==> src/rtl/fifo_pkg.sv <==
// Shared helpers for the asynchronous FIFO pointer controllers (write and read side).
package fifo_pkg;

  localparam int DEFAULT_ADDRSIZE = 4;
  localparam int FUNC_W           = 32;

  // Width-generic: callers zero-extend into FUNC_W bits and size-cast the result back down.
  function automatic logic [FUNC_W-1:0] bin2gray(input logic [FUNC_W-1:0] b);
    return b ^ (b >> 5'd1);
  endfunction

  function automatic logic [FUNC_W-1:0] gray2bin(input logic [FUNC_W-1:0] g);
    logic [FUNC_W-1:0] b;
    b[FUNC_W-1] = g[FUNC_W-1];
    for (int i = FUNC_W - 2; i >= 0; i--) begin
      b[i] = b[i+1] ^ g[i];
    end
    return b;
  endfunction

endpackage

==> src/rtl/fifo_wptr_full_if.sv <==
// Write-side bus between the producer, the FIFO memory and the read-domain pointer.
// Optional woverflow signal is present when FIFO_OVERFLOW_FLAG_EN is defined.
interface fifo_wptr_full_if
  import fifo_pkg::*;
#(
  parameter int ADDRSIZE = DEFAULT_ADDRSIZE
) ();

  logic                winc;
  logic [ADDRSIZE:0]   wrptr;
  logic [ADDRSIZE-1:0] waddr;
  logic [ADDRSIZE:0]   wptr;
  logic                wfull;
  logic                walmost_full;
  logic [ADDRSIZE:0]   wlevel;
`ifdef FIFO_OVERFLOW_FLAG_EN
  logic                woverflow;
`endif

  modport slave (
    input  winc,
    input  wrptr,
    output waddr,
    output wptr,
    output wfull,
    output walmost_full,
`ifdef FIFO_OVERFLOW_FLAG_EN
    output woverflow,
`endif
    output wlevel
  );

  modport master (
    output winc,
    output wrptr,
    input  waddr,
    input  wptr,
    input  wfull,
    input  walmost_full,
`ifdef FIFO_OVERFLOW_FLAG_EN
    input  woverflow,
`endif
    input  wlevel
  );

endinterface

==> src/rtl/fifo_sync_2ff.sv <==
// Two-flop synchroniser for a Gray-coded pointer; synchronous active-low reset.
module fifo_sync_2ff #(
  parameter int WIDTH = 1
) (
  input  logic             clk,
  input  logic             rst_n,
  input  logic [WIDTH-1:0] d,
  output logic [WIDTH-1:0] q
);

  logic [WIDTH-1:0] q1_r;
  logic [WIDTH-1:0] q2_r;

  // Capture stage followed by the settling stage
  always_ff @(posedge clk) begin
    if (!rst_n) begin
      q1_r <= {WIDTH{1'b0}};
      q2_r <= {WIDTH{1'b0}};
    end else begin
      q1_r <= d;
      q2_r <= q1_r;
    end
  end

  assign q = q2_r;

endmodule

==> src/rtl/fifo_wptr_full.sv <==
// Write-side pointer/full controller of the asynchronous FIFO.
// Define FIFO_OVERFLOW_FLAG_EN to add the sticky woverflow output.
module fifo_wptr_full
  import fifo_pkg::*;
#(
  parameter int ADDRSIZE     = DEFAULT_ADDRSIZE,
  parameter int AFULL_MARGIN = 2
) (
  input  logic              wclk,
  input  logic              wrst_n,
  fifo_wptr_full_if.slave   wif
);

  localparam int PW    = ADDRSIZE + 1;
  localparam int DEPTH = 1 << ADDRSIZE;
  localparam logic [ADDRSIZE:0] AFULL_THRESH = PW'(DEPTH - AFULL_MARGIN);

  logic [ADDRSIZE:0] wbin_r;
  logic [ADDRSIZE:0] wptr_r;
  logic              wfull_r;
  logic              walmost_full_r;
  logic [ADDRSIZE:0] wlevel_r;

  logic [ADDRSIZE:0] wq2_rptr_s;
  logic [ADDRSIZE:0] rbin_s;
  logic [ADDRSIZE:0] full_cmp_s;
  logic              wpush_s;
  logic [ADDRSIZE:0] wbinnext_s;
  logic [ADDRSIZE:0] wgraynext_s;
  logic [ADDRSIZE:0] level_next_s;

  fifo_sync_2ff #(.WIDTH(PW)) u_sync_rptr (
    .clk   (wclk),
    .rst_n (wrst_n),
    .d     (wif.wrptr),
    .q     (wq2_rptr_s)
  );

  // Read pointer advanced by DEPTH: in Gray code that flips the two MSBs
  generate
    if (ADDRSIZE == 1) begin : g_full_cmp_narrow
      assign full_cmp_s = ~wq2_rptr_s;
    end else begin : g_full_cmp_wide
      assign full_cmp_s = {~wq2_rptr_s[ADDRSIZE:ADDRSIZE-1], wq2_rptr_s[ADDRSIZE-2:0]};
    end
  endgenerate

  // Next-state pointer and occupancy; write and read advance are folded into one subtraction
  always_comb begin
    wpush_s      = wif.winc & ~wfull_r;
    wbinnext_s   = wbin_r + PW'(wpush_s);
    wgraynext_s  = PW'(bin2gray(FUNC_W'(wbinnext_s)));
    rbin_s       = PW'(gray2bin(FUNC_W'(wq2_rptr_s)));
    level_next_s = wbinnext_s - rbin_s;
  end

  // Pointer and flag registers; flags only clear after the synchronised read pointer catches up
  always_ff @(posedge wclk) begin
    if (!wrst_n) begin
      wbin_r         <= {PW{1'b0}};
      wptr_r         <= {PW{1'b0}};
      wfull_r        <= 1'b0;
      walmost_full_r <= 1'b0;
      wlevel_r       <= {PW{1'b0}};
    end else begin
      wbin_r         <= wbinnext_s;
      wptr_r         <= wgraynext_s;
      wfull_r        <= (wgraynext_s == full_cmp_s);
      walmost_full_r <= (level_next_s >= AFULL_THRESH);
      wlevel_r       <= level_next_s;
    end
  end

`ifdef FIFO_OVERFLOW_FLAG_EN
  logic woverflow_r;

  // Sticky record of any write attempted while full
  always_ff @(posedge wclk) begin
    if (!wrst_n) begin
      woverflow_r <= 1'b0;
    end else if (wif.winc && wfull_r) begin
      woverflow_r <= 1'b1;
    end else begin
      woverflow_r <= woverflow_r;
    end
  end

  assign wif.woverflow = woverflow_r;
`endif

  assign wif.waddr        = wbin_r[ADDRSIZE-1:0];
  assign wif.wptr         = wptr_r;
  assign wif.wfull        = wfull_r;
  assign wif.walmost_full = walmost_full_r;
  assign wif.wlevel       = wlevel_r;

endmodule
==> src/flat_wrapper.sv <==
// flat-port wrapper written by rule: the top's interface ports become plain ports
module fifo_wptr_full_flat import fifo_pkg::*;
#(
  parameter int ADDRSIZE     = DEFAULT_ADDRSIZE,
  parameter int AFULL_MARGIN = 2
)
  (wclk, wrst_n, wif_winc, wif_wrptr, wif_waddr, wif_wptr, wif_wfull, wif_walmost_full, wif_wlevel);
  fifo_wptr_full_if #(.ADDRSIZE(ADDRSIZE)) wif_i ();
  input  logic wclk;
  input  logic wrst_n;
  input wire logic [$bits(wif_i.winc)-1:0] wif_winc;
  input wire logic [$bits(wif_i.wrptr)-1:0] wif_wrptr;
  output wire logic [$bits(wif_i.waddr)-1:0] wif_waddr;
  output wire logic [$bits(wif_i.wptr)-1:0] wif_wptr;
  output wire logic [$bits(wif_i.wfull)-1:0] wif_wfull;
  output wire logic [$bits(wif_i.walmost_full)-1:0] wif_walmost_full;
  output wire logic [$bits(wif_i.wlevel)-1:0] wif_wlevel;
  assign wif_i.winc = wif_winc;
  assign wif_i.wrptr = wif_wrptr;
  assign wif_waddr = wif_i.waddr;
  assign wif_wptr = wif_i.wptr;
  assign wif_wfull = wif_i.wfull;
  assign wif_walmost_full = wif_i.walmost_full;
  assign wif_wlevel = wif_i.wlevel;
  fifo_wptr_full #(.ADDRSIZE(ADDRSIZE), .AFULL_MARGIN(AFULL_MARGIN)) u_core (.wclk(wclk), .wrst_n(wrst_n), .wif(wif_i));
endmodule
==> config.mk <==
export PLATFORM = sky130hd
export DESIGN_NAME = fifo_wptr_full_flat
export DESIGN_NICKNAME = d
export VERILOG_FILES = /design/src/rtl/fifo_pkg.sv /design/src/rtl/fifo_wptr_full_if.sv /design/src/rtl/fifo_sync_2ff.sv /design/src/rtl/fifo_wptr_full.sv /design/src/flat_wrapper.sv
export SDC_FILE = /design/constraint.sdc
export NUM_CORES = 1
export LEC_CHECK = 0
export CELL_PAD_IN_SITES_DETAIL_PLACEMENT = 0
export CELL_PAD_IN_SITES_GLOBAL_PLACEMENT = 2
export CORE_ASPECT_RATIO = 1.4
export CORE_MARGIN = 1.5
export CORE_UTILIZATION = 33
export DETAILED_ROUTE_END_ITERATION = 12
export PLACE_DENSITY = 0.79
export SKIP_LAST_GASP = 1
export SLEW_MARGIN = 20
export SYNTH_ARGS = -nofsm -noshare
export SYNTH_HDL_FRONTEND = slang
export SYNTH_SLANG_ARGS = --single-unit
export TNS_END_PERCENT = 100
==> constraint.sdc <==
create_clock -name wclk -period 6 [get_ports wclk]
set_clock_uncertainty 0.2 [all_clocks]
set_input_delay 1.8 -clock wclk [delete_from_list [all_inputs] [get_ports wclk]]
set_output_delay 1.8 -clock wclk [all_outputs]
set_load 0.05 [all_outputs]
==> results.yml <==
run_status:
  status: "complete, no violations"
critical_path:
  worstSetupStartpointType: "input port"
  crit_arrival_ns: 4.40
  worstRegToRegCells: 11
  rr_endpoint: "u_core.wif.walmost_full"
  required_ns: 5.96
  worstSetupEndpointType: "flop"
  regToRegSetupSlack_ns: 3.14
  crit_type: "input port to flop"
  cp_max_fo: 8
  r2r-start: "u_core.u_sync_rptr.q[4]"
sta:
  setup_slack_ns: 1.56
  slew_headroom: 0.665
  setup_viol: 0
  rsz0062_at_grt: "no"
  fmax_ghz: 0.225
  tightestPinTransition_ns: 0.501
  hold_viol: 0
  final.period_utilization: 0.740
  slew_violations: 0
  finalSetupTns_ns: 0
  period_needed_ns: 4.44
global_routing:
  antenna_found_initial: 0
  overflow: 0
  grt_pass1_vias: 831
  grt_pass1_wl_um: 3570
  track_usage: 0.123
  grt_max_degree: 16
synth:
  synthXorXnorAreaFrac: 0.171
  synth_nets: 134
  synthFlopType: "dfxtp_1"
  synthSimpleGateAreaFrac: 0.218
  async_flop_share: 0
  synth_compound_area_frac: 0.0383
  avgSynthCellArea_sq_um: 9.87
  synthTopCellsByCount: "dfxtp_1, xnor2_1, and2_1, nor2_1"
  syn_inst: 119
  yosysWarnings: 0
  synth-edff-count: 0
  synth_cell_types: 27
  yosys.cell_count.top_type: "dfxtp_1"
  synth_top_family_by_area: "simple AND/OR/NAND/NOR gates"
  ys_top_cells_by_area: "dfxtp_1, xnor2_1, xor2_1, and2_1, ha_1"
  synth_top_area_cell: "dfxtp_1"
  ys_ff_latch: 26
  synthMuxAreaShare: 0
  ys_seq_area_frac: 0.443
  synth_adder_area_share: 0.0809
  synth.top_cell.area_share: 0.443
  synth_area_sq_mm: 0.00117
cts:
  path_clk_slew_ns: 0.08
  cts_sinks: 26
  clock_path_buffers: 2
  cts_hold_buf: 0
  cts_setup_buffers: 0
  cts_root_buf: "clkbuf_8"
  numCtsBuffers: 3
  cts_resized: 0
  cts_tree: "yes"
  h-tree-depth: 1
  worst_skew_pair.late_latency_ns: 0.26
floorplan:
  pin_count: 24
  core_sq_mm: 0.00338
  die_area_sq_mm: 0.00393
  num_rows: 25
  dieHeight_um: 73.6
  initial_core_util: 0.348
  die_x_um: 53.4
finish:
  nFillCells: 348
  nets: 157
  area_delta_synth_final_pct: 25.5
  drive_gt1_frac: 0.0429
  diodes: 0
min_path:
  hold-path-endpoint: "u_core.u_sync_rptr.q[3]"
  hp-start: "u_core.u_sync_rptr.q1_r[3]"
  holdCritPathClass: "flop to flop"
  hold-path-cell-count: 1
route:
  via_per_inst: 4.48
  vias: 806
  drtAntennaViolNets: 0
  wl_um: 2000
  first_pass_iters: 4
  drc_errors: 0
  wl_per_cell_um: 11.1
  drt_iter0_drc: 13
power_and_ir_drop:
  p_leak_uw: 0.000610
  power_density_mw_per_mm2: 288
  peakVddDrop_mv: 0.145
run:
  cap_violations: 0
placed_design:
  io_buffers: 23
  gp_congestion: 0.748
  post-place-ws_ns: 1.26
  dpl.hpwl_um: 1540
==> cell families (layout without fill, tap and decap cells) <==
family          count (synthesis)  after routing
simple gates                   41             41
flops                          26             26
xor+xnor                       23             23
buf+inv                        14             35
compound gates                  8              8
fa+ha+maj                       7              7
==> layout make-up <==
| type | instances | area (sq um) | area share |
|---|---|---|---|
| Tap cell | 40 | 50.0 | 0.0340 |
| Timing Repair Buffer | 23 | 230 | 0.156 |
| Sequential cell | 26 | 520 | 0.353 |
| Clock buffer | 3 | 41.3 | 0.0280 |
| Inverter | 9 | 33.8 | 0.0229 |
| Multi-Input combinational cell | 79 | 598 | 0.406 |
==> sequential cells by signal, indices dropped and copies added, names as in the netlist <==
name,flops
u_core.u_sync_rptr.q,5
u_core.wif.wlevel,5
u_core.wbin_r,4
u_core.wif.walmost_full,1
u_core.wif.wfull,1
u_core.wif.wptr,5
u_core.u_sync_rptr.q1_r,5
==> per-stage QoR <==
stage                     instance area, sq um  cells   util  hold WS [ns]  power (uW)
final                                     1470    180  0.436         0.242         425
after global routing                      1470    180  0.436         0.257         451
after CTS                                 1470    180  0.436         0.244         432
after detailed placement                  1430    177  0.424         0.224         336
after global placement                    1430    177  0.424         0.215         336
after floorplan                           1170    119      -         0.212         297
==> worst max-delay path, cell delays in order <==
cell and delay [ns]:
clkdlybuf4s50_1 0.45, nor2b_1 0.18, ha_1 0.35, xor2_1 0.30, inv_1 0.15, fa_1 0.47, nand2b_1 0.16, a21oi_1 0.14
nor2_1 0.06, xor2_1 0.15, o21a_1 0.20
==> how the worst max path moves through the flow <==
stage / start / to / slack, ns / depth (start not counted)
2_1_floorplan: wif_winc / u_core.wif.walmost_full / 1.95 / 11
3_3_place_gp: wif_winc / u_core.wif.walmost_full / 1.37 / 11
3_5_place_dp: wif_winc / u_core.wif.walmost_full / 1.26 / 11
4_1_cts: wif_winc / u_core.wif.walmost_full / 1.54 / 11
5_1_grt: wif_winc / u_core.wif.walmost_full / 1.39 / 11
6_report: wif_winc / u_core.wif.walmost_full / 1.56 / 11
==> power by group <==
group,switching (uW),internal [uW],leakage [uW]
combinational,82.7,54.4,0.000375
clock,49.2,44.8,0.0000216
sequential,6.09,188,0.000214
total,138,287,0.000610
==> layout by cell type (no fill, tap or decap), types with 2 or more instances in the layout <==
cell type        instances
dfxtp_1                 26
inv_1                    9
nand3_1                  3
xor2_1                   9
nor2b_1                  3
a21oi_1                  4
and2_1                  12
o21ai_0                  2
nor3b_1                  2
clkdlybuf4s50_1         23
clkbuf_8                 3
xnor2_1                 14
nor2_1                  12
ha_1                     6
==> per-layer routing <==
layer / vias up / share of wire / routed length, um / global-route usage
li1: 420 / - / - / -
met1: 368 / 0.45 / 901 / 0.143
met2: 16 / 0.50 / 1010 / 0.214
met3: 2 / 0.034 / 69 / 0.0183
met4: 0 / 0.012 / 24 / 0.0598
met5: - / 0 / 0 / 0
Power figures use the tool's default switching activity.
